--- src/rtl/spi_slave_sync_pkg.sv ---
// ---------------------------------------------------------------------------
// spi_slave_sync_pkg
// Shared definitions for the clk-domain SPI slave: FSM state type, SPI
// mode-0 constants and the default word length / synchroniser depth.
// Optional feature macro used by the slice: SPI_SLAVE_SYNC_OVERRUN_EN.
// ---------------------------------------------------------------------------
package spi_slave_sync_pkg;

    typedef enum logic {
        IDLE   = 1'b0,
        ACTIVE = 1'b1
    } spi_state_t;

    // SPI mode 0: sck idles low, data sampled on the rising edge
    localparam logic SPI_CPOL = 1'b0;
    localparam logic SPI_CPHA = 1'b0;

    localparam int DEFAULT_WIDTH       = 8;
    localparam int DEFAULT_SYNC_STAGES = 2;

endpackage

--- src/rtl/spi_slave_sync_bit.sv ---
// ---------------------------------------------------------------------------
// spi_sync_bit
// STAGES-deep flop chain bringing one asynchronous input into the clk domain.
// Ports:
//   clk  - system clock
//   rst  - asynchronous active-high reset, loads RST_VAL into every stage
//   d_i  - asynchronous input
//   q_o  - synchronised output (last stage)
// ---------------------------------------------------------------------------
module spi_sync_bit #(
    parameter int   STAGES  = 2,
    parameter logic RST_VAL = 1'b0
) (
    input  logic clk,
    input  logic rst,
    input  logic d_i,
    output logic q_o
);

    logic [STAGES-1:0] sync_q;

    // shift the asynchronous input through the synchroniser chain
    always_ff @(posedge clk or posedge rst) begin
        if (rst) begin
            sync_q <= {STAGES{RST_VAL}};
        end else begin
            sync_q <= {sync_q[STAGES-2:0], d_i};
        end
    end

    assign q_o = sync_q[STAGES-1];

endmodule

--- src/rtl/spi_slave_sync.sv ---
// ---------------------------------------------------------------------------
// spi_slave_sync
// SPI mode-0 (CPOL=0, CPHA=0), MSB-first slave sampled entirely in the clk
// domain. sck must run at clk/8 or slower.
// Optional feature: define SPI_SLAVE_SYNC_OVERRUN_EN to build the sticky
// overrun flag; otherwise overrun is tied low (dropping is unchanged).
// Ports:
//   clk, rst            - system clock, asynchronous active-high reset
//   ss_n, sck, mosi     - SPI bus inputs (asynchronous to clk)
//   miso, miso_oe       - serial data out and its drive enable
//   tx_data/valid/ready - transmit holding-register write handshake
//   rx_data/valid/ready - received-word handshake
//   overrun             - sticky flag: a word was dropped while rx_valid high
// ---------------------------------------------------------------------------
module spi_slave_sync
    import spi_slave_sync_pkg::*;
#(
    parameter int WIDTH       = DEFAULT_WIDTH,
    parameter int SYNC_STAGES = DEFAULT_SYNC_STAGES
) (
    input  logic             clk,
    input  logic             rst,
    input  logic             ss_n,
    input  logic             sck,
    input  logic             mosi,
    output logic             miso,
    output logic             miso_oe,
    input  logic [WIDTH-1:0] tx_data,
    input  logic             tx_valid,
    output logic             tx_ready,
    output logic [WIDTH-1:0] rx_data,
    output logic             rx_valid,
    input  logic             rx_ready,
    output logic             overrun
);

    localparam int CW = $clog2(WIDTH) + 1;

    logic ss_s, sck_s, mosi_s;
    logic ss_fall_s, ss_rise_s, sck_rise_s, sck_fall_s;
    logic load_s, tx_wr_s;

    spi_state_t       state_q, state_d;
    logic             ss_prev_q, sck_prev_q;
    logic [CW-1:0]    bit_cnt_q, bit_cnt_d;
    logic [WIDTH-1:0] rx_shift_q, rx_shift_d;
    logic [WIDTH-1:0] tx_shift_q, tx_shift_d;
    logic [WIDTH-1:0] hold_q, hold_d;
    logic             hold_full_q, hold_full_d;
    logic             boundary_q, boundary_d;
    logic             done_q, done_d;
    logic [WIDTH-1:0] rx_data_q, rx_data_d;
    logic             rx_valid_q, rx_valid_d;
    logic             overrun_q, overrun_d;
    logic             miso_q, miso_d;
    logic             miso_oe_q, miso_oe_d;

    spi_sync_bit #(.STAGES(SYNC_STAGES), .RST_VAL(1'b1)) u_sync_ss (
        .clk(clk), .rst(rst), .d_i(ss_n), .q_o(ss_s)
    );
    spi_sync_bit #(.STAGES(SYNC_STAGES), .RST_VAL(1'b0)) u_sync_sck (
        .clk(clk), .rst(rst), .d_i(sck), .q_o(sck_s)
    );
    spi_sync_bit #(.STAGES(SYNC_STAGES), .RST_VAL(1'b0)) u_sync_mosi (
        .clk(clk), .rst(rst), .d_i(mosi), .q_o(mosi_s)
    );

    // edge detection, FSM, shifters, holding register and rx handshake next-state
    always_comb begin
        ss_fall_s  = ss_prev_q & ~ss_s;
        ss_rise_s  = ~ss_prev_q & ss_s;
        sck_rise_s = ~sck_prev_q & sck_s;
        sck_fall_s = sck_prev_q & ~sck_s;
        tx_wr_s    = tx_valid & ~hold_full_q;
        load_s     = 1'b0;

        state_d     = state_q;
        bit_cnt_d   = bit_cnt_q;
        rx_shift_d  = rx_shift_q;
        tx_shift_d  = tx_shift_q;
        hold_d      = hold_q;
        hold_full_d = hold_full_q;
        boundary_d  = boundary_q;
        done_d      = 1'b0;
        rx_data_d   = rx_data_q;
        rx_valid_d  = rx_valid_q;

        case (state_q)
            IDLE: begin
                if (ss_fall_s) begin
                    state_d    = ACTIVE;
                    load_s     = 1'b1;
                    bit_cnt_d  = '0;
                    rx_shift_d = '0;
                    boundary_d = 1'b0;
                end else begin
                    state_d = IDLE;
                end
            end
            ACTIVE: begin
                if (ss_rise_s) begin
                    // abort: partial rx and tx bits are discarded, holding kept
                    state_d    = IDLE;
                    bit_cnt_d  = '0;
                    rx_shift_d = '0;
                    tx_shift_d = '0;
                    boundary_d = 1'b0;
                end else if (sck_rise_s) begin
                    rx_shift_d = {rx_shift_q[WIDTH-2:0], mosi_s};
                    if (bit_cnt_q == CW'(WIDTH - 1)) begin
                        bit_cnt_d  = '0;
                        done_d     = 1'b1;
                        boundary_d = 1'b1;
                    end else begin
                        bit_cnt_d = bit_cnt_q + CW'(1);
                    end
                end else if (sck_fall_s) begin
                    // first falling edge after a word boundary starts the next tx word
                    if (boundary_q) begin
                        load_s     = 1'b1;
                        boundary_d = 1'b0;
                    end else begin
                        tx_shift_d = {tx_shift_q[WIDTH-2:0], 1'b0};
                    end
                end else begin
                    state_d = ACTIVE;
                end
            end
            default: begin
                state_d = IDLE;
            end
        endcase

        // a load consumes the old holding contents before any same-cycle write
        if (load_s) begin
            tx_shift_d  = hold_full_q ? hold_q : '0;
            hold_full_d = 1'b0;
        end else begin
            hold_full_d = hold_full_q;
        end
        if (tx_wr_s) begin
            hold_d      = tx_data;
            hold_full_d = 1'b1;
        end else begin
            hold_d = hold_q;
        end

        // word offered one cycle after completion; dropped if the old one is still pending
        if (rx_valid_q && rx_ready) begin
            rx_valid_d = 1'b0;
        end else begin
            rx_valid_d = rx_valid_q;
        end
        if (done_q && (!rx_valid_q || rx_ready)) begin
            rx_data_d  = rx_shift_q;
            rx_valid_d = 1'b1;
        end else begin
            rx_data_d = rx_data_q;
        end

`ifdef SPI_SLAVE_SYNC_OVERRUN_EN
        if (rx_valid_q && rx_ready) begin
            overrun_d = 1'b0;
        end else if (done_q && rx_valid_q) begin
            overrun_d = 1'b1;
        end else begin
            overrun_d = overrun_q;
        end
`else
        overrun_d = 1'b0;
`endif

        miso_oe_d = (state_d == ACTIVE);
        miso_d    = (state_d == ACTIVE) ? tx_shift_d[WIDTH-1] : 1'b0;
    end

    // state and output registers
    always_ff @(posedge clk or posedge rst) begin
        if (rst) begin
            state_q     <= IDLE;
            ss_prev_q   <= 1'b1;
            sck_prev_q  <= 1'b0;
            bit_cnt_q   <= '0;
            rx_shift_q  <= '0;
            tx_shift_q  <= '0;
            hold_q      <= '0;
            hold_full_q <= 1'b0;
            boundary_q  <= 1'b0;
            done_q      <= 1'b0;
            rx_data_q   <= '0;
            rx_valid_q  <= 1'b0;
            overrun_q   <= 1'b0;
            miso_q      <= 1'b0;
            miso_oe_q   <= 1'b0;
        end else begin
            state_q     <= state_d;
            ss_prev_q   <= ss_s;
            sck_prev_q  <= sck_s;
            bit_cnt_q   <= bit_cnt_d;
            rx_shift_q  <= rx_shift_d;
            tx_shift_q  <= tx_shift_d;
            hold_q      <= hold_d;
            hold_full_q <= hold_full_d;
            boundary_q  <= boundary_d;
            done_q      <= done_d;
            rx_data_q   <= rx_data_d;
            rx_valid_q  <= rx_valid_d;
            overrun_q   <= overrun_d;
            miso_q      <= miso_d;
            miso_oe_q   <= miso_oe_d;
        end
    end

    assign miso     = miso_q;
    assign miso_oe  = miso_oe_q;
    assign tx_ready = ~hold_full_q;
    assign rx_data  = rx_data_q;
    assign rx_valid = rx_valid_q;
    assign overrun  = overrun_q;

endmodule

--- config.mk ---
export PLATFORM = sky130hd
export DESIGN_NAME = spi_slave_sync
export DESIGN_NICKNAME = d
export VERILOG_FILES = /design/src/rtl/spi_slave_sync_pkg.sv /design/src/rtl/spi_slave_sync_bit.sv /design/src/rtl/spi_slave_sync.sv
export SDC_FILE = /design/constraint.sdc
export NUM_CORES = 1
export LEC_CHECK = 0
export BUFFER_PORTS_ARGS = -buffer_cell sky130_fd_sc_hd__buf_2
export CAP_MARGIN = 20
export CORE_ASPECT_RATIO = 0.8
export CORE_MARGIN = 2
export CORE_UTILIZATION = 51
export CTS_CLUSTER_DIAMETER = 40
export DETAILED_ROUTE_END_ITERATION = 7
export GPL_TIMING_DRIVEN = 1
export PLACE_DENSITY_LB_ADDON = 0.2
export SLEW_MARGIN = 20
export SYNTH_ARGS = -nofsm -noshare
export SYNTH_HDL_FRONTEND = slang
export SYNTH_SLANG_ARGS = --single-unit
--- constraint.sdc ---
create_clock -name clk -period 4.03 [get_ports clk]
set_input_delay 0 -clock clk [delete_from_list [all_inputs] [get_ports clk]]
set_output_delay 0 -clock clk [all_outputs]
set_load 0.03 [all_outputs]
==> results.toml <==
[status]
status = "complete, no violations"

[critical_path]
slowest_stage = "dfstp_2"
crit_start = "ss_prev_q$_DFF_PP1_"
r2r-start = "ss_prev_q$_DFF_PP1_"
arrival_ns = 2.18
crit_type = "flip-flop to flip-flop"
critical_path.cell_chain = "nand2b_1, nand2_2, o21ai_2, mux2_1"
cp.depth = 4
critPathRequiredTime_ns = 4.21
reg2reg_to = "bit_cnt_q[0]$_DFFE_PP0P_"
worstSetupStartpointType = "flip-flop"
setup.worst_path.end = "bit_cnt_q[0]$_DFFE_PP0P_"
r2r_slack_ns = 2.03
endpoint_kind = "flip-flop"
worst-path-buf-inv = 0
reg2reg_depth = 4
cp_slowest_stage_delay_ns = 0.57
critical_path.top_delay_family = "flip-flops"
path_max_fanout = 11

[clocking]
cts.sinks = 50
post_cts_resized = 0
ctsHtreeMaxLevel = 2
clockBufferDepth = 2
cts_tree = "done"
clkLatencyLatePin_ns = 0.30
cts_hold_buffers = 13
path_clk_slew_ns = 0.08
root_buffer = "clkbuf_8"
cts_setup_buffers = 0
numCtsBuffers = 5

[cells_and_area]
drive_gt1_share_pct = 26.89
fillers = 303
fin_util_pct = 64.39
diodes = 0
nNetsFinal = 229
synthToLayoutAreaGrowth_pct = 19.31
final_cell_area_sq_mm = 0.002497

[power_and_ir_drop]
p_switching_uw = 328.6
max-vdd-ir-drop_uv = 341.0
pwr-share-seq_pct = 52.9
p_int_uw = 864.5
leakagePower_uw = 0.001221
p_clk_share_pct = 28.7
swShare_pct = 27.54
combPwrFrac_pct = 18.4
cellPowerDensity_mw_per_mm2 = 477.7

[logic_synthesis]
syn_area_sq_mm = 0.002093
synth_xor_area_share_pct = 0
synth_seq_cells = 50
synthCells = 171
yosys_warnings = 0
avgSynthCellArea_sq_um = 12.24
synthSimpleGateAreaFrac_pct = 11.95
synth_nets = 189
synth_top_family_by_area = "compound AO/OA/AOI/OAI gates"
synth_cell_types = 40
synthAdderAreaFrac_pct = 2.271
synth-compound-area-share_pct = 14.58
muxShareOfSynthArea_pct = 5.918
synth_seq_area_share_pct = 59.95

[sta]
min_period_ns = 2.000
max_freq_mhz = 500.0
period_share_pct = 49.62
fin_worst_skew_ns = 0.004478
setup_viol = 0
hold_viol = 0
fin_tns_setup_ns = 0
worst_pin_slew_ns = 0.8869
slew_headroom_pct = 40.75
drv_slew = 0
rsz0062_at_grt = "no"

[route]
avgRoutedWirePerCell_um = 13.64
vias_per_cell = 5.154
wl_mm = 3.643
post-route-drc-count = 0
ant_nets = 0
via_count = 1376
drtPass1Iterations = 4
drt_iter0_markers = 87

[floorplanning]
die_y_um = 61.30
initial_core_util_pct = 53.97
core_area_sq_mm = 0.003879
io_pins = 28
die-area_sq_mm = 0.004636
rows = 20
die_x_um = 75.63

[place]
place.gp.congestion = 0.7727
place_area_sq_mm = 0.002256
dp_hpwl_mm = 2.472
portBuffers = 26

[global_route]
grt_pass1_wl_mm = 6.092
first_global_vias = 1328
grt_max_degree = 51
grt_usage_pct = 17.95
antenna_found_initial = 0
grt.overflow.total = 0

[hold_path]
hp-class = "input port to flip-flop"

[run]
cap_viol_max_count = 0
worst reg2reg max path, stage by stage (launching register included):
cell	delay [ns]
dfstp_2	0.57
nand2b_1	0.34
nand2_2	0.19
o21ai_2	0.42
mux2_1	0.37
layout by cell type (no fill, tap or decap), types with 2 or more instances in the layout:
| master | instances |
|---|---|
| dfrtp_1 | 47 |
| buf_2 | 26 |
| inv_1 | 18 |
| nand2_1 | 16 |
| dlygate4sd3_1 | 13 |
| mux2_2 | 10 |
| a22o_1 | 9 |
| o21ai_0 | 9 |
| nand2b_1 | 6 |
| o221ai_1 | 6 |
| clkbuf_8 | 5 |
| nor2_1 | 4 |
| a21o_1 | 3 |
| nor2b_1 | 3 |
| nand3_1 | 3 |
| ha_1 | 3 |
| dfstp_2 | 3 |
| nand3b_1 | 2 |
| o2bb2ai_1 | 2 |
cell type report:
type,instances,area (sq um),area share [%]
inverter,19,72.57,2.906
timing repair buffer,39,260.3,10.42
multi-input combinational,96,730.7,29.26
clock buffer,6,72.57,2.906
sequential,50,1255,50.25
tap,55,68.82,2.756
clock inverter,2,37.54,1.503
through the flow:
stage               worst slack [ns]  cells  hold WS [ns]  total power (uW)
floorplan                      2.404    171      0.004478             797.5
global placement               2.142    246        0.1054             836.8
detailed placement             2.049    246        0.1062             850.9
CTS                            2.029    267        0.2776              1202
global route                   1.917    267        0.3463              1265
finish                         2.030    267        0.2922              1193
per-layer routing:
layer	vias up	GRT usage, %	wire length [um]
met1	680	24.92	1770
met4	0	6.015	50
met5	-	0	0
met2	22	28.20	1710
li1	668	-	-
met3	6	4.255	112
synthesized netlist by cell type:
library cell	n	area share (%)
a21o_1	3	1.1
a21oi_1	1	0.24
a22o_1	9	3.8
a41o_1	1	0.48
a41oi_2	1	0.78
and3_2	1	0.36
and4_2	1	0.48
buf_2	1	0.24
buf_4	3	1.1
clkbuf_1	1	0.18
clkbuf_2	1	0.24
conb_1	1	0.18
dfrtp_1	47	56
dfstp_2	3	3.8
ha_1	3	1.8
inv_1	19	3.4
maj3_1	1	0.48
mux2_1	1	0.54
mux2_2	10	5.4
nand2_1	16	2.9
nand2_2	1	0.30
nand2b_1	6	1.8
nand2b_2	1	0.42
nand3_1	3	0.72
nand3_2	1	0.48
nand3b_1	2	0.72
nand4b_1	1	0.42
nor2_1	4	0.72
nor2b_1	3	0.90
nor3b_1	1	0.36
nor3b_4	1	0.90
o211ai_1	1	0.36
o21ai_0	9	2.2
o21ai_2	1	0.42
o221ai_1	6	2.5
o22a_1	1	0.42
o22ai_1	1	0.30
o2bb2ai_1	2	0.84
o311ai_4	1	1.3
or3b_4	1	0.54
registers in the layout (all words and copies together), names as in the netlist:
name and cells:
miso_oe 1, tx_shift_q 8, bit_cnt_q 4, hold_q 8
u_sync_mosi.sync_q 2, u_sync_ss.sync_q 2, done_q 1, sck_prev_q 1
rx_valid 1, rx_data 8, hold_full_q 1, boundary_q 1
ss_prev_q 1, u_sync_sck.sync_q 2, miso 1, rx_shift_q 8
power groups by stage:
stage | Combinational, uW | Sequential (uW) | Clock [uW]
detailed placement | 210 | 641 | 0
finish | 220 | 631 | 342
CTS | 222 | 630 | 350
floorplan | 163 | 634 | 0
global route | 251 | 641 | 373
global placement | 201 | 636 | 0
cells by family (layout without fill, tap and decap cells):
| group | count (synthesis) | in the layout |
|---|---|---|
| other cells | 1 | 1 |
| buf+inv | 25 | 66 |
| flops | 50 | 50 |
| compound gates | 37 | 37 |
| fa+ha+maj | 4 | 4 |
| mux | 11 | 11 |
| simple gates | 43 | 43 |
worst min path at each step:
stage               startpoint  cells past startpoint                            end  slack [ns]
global route          tx_valid                      3        hold_full_q$_DFFE_PP0P_        0.35
finish                tx_valid                      4          hold_q[5]$_DFFE_PP0P_        0.29
global placement          ss_n                      1  u_sync_ss.sync_q[0]$_DFF_PP1_        0.11
CTS                   tx_valid                      3          hold_q[6]$_DFFE_PP0P_        0.28
floorplan                 ss_n                      0  u_sync_ss.sync_q[0]$_DFF_PP1_       0.004
detailed placement        ss_n                      1  u_sync_ss.sync_q[0]$_DFF_PP1_        0.11
(Power assumes the default switching activity.)
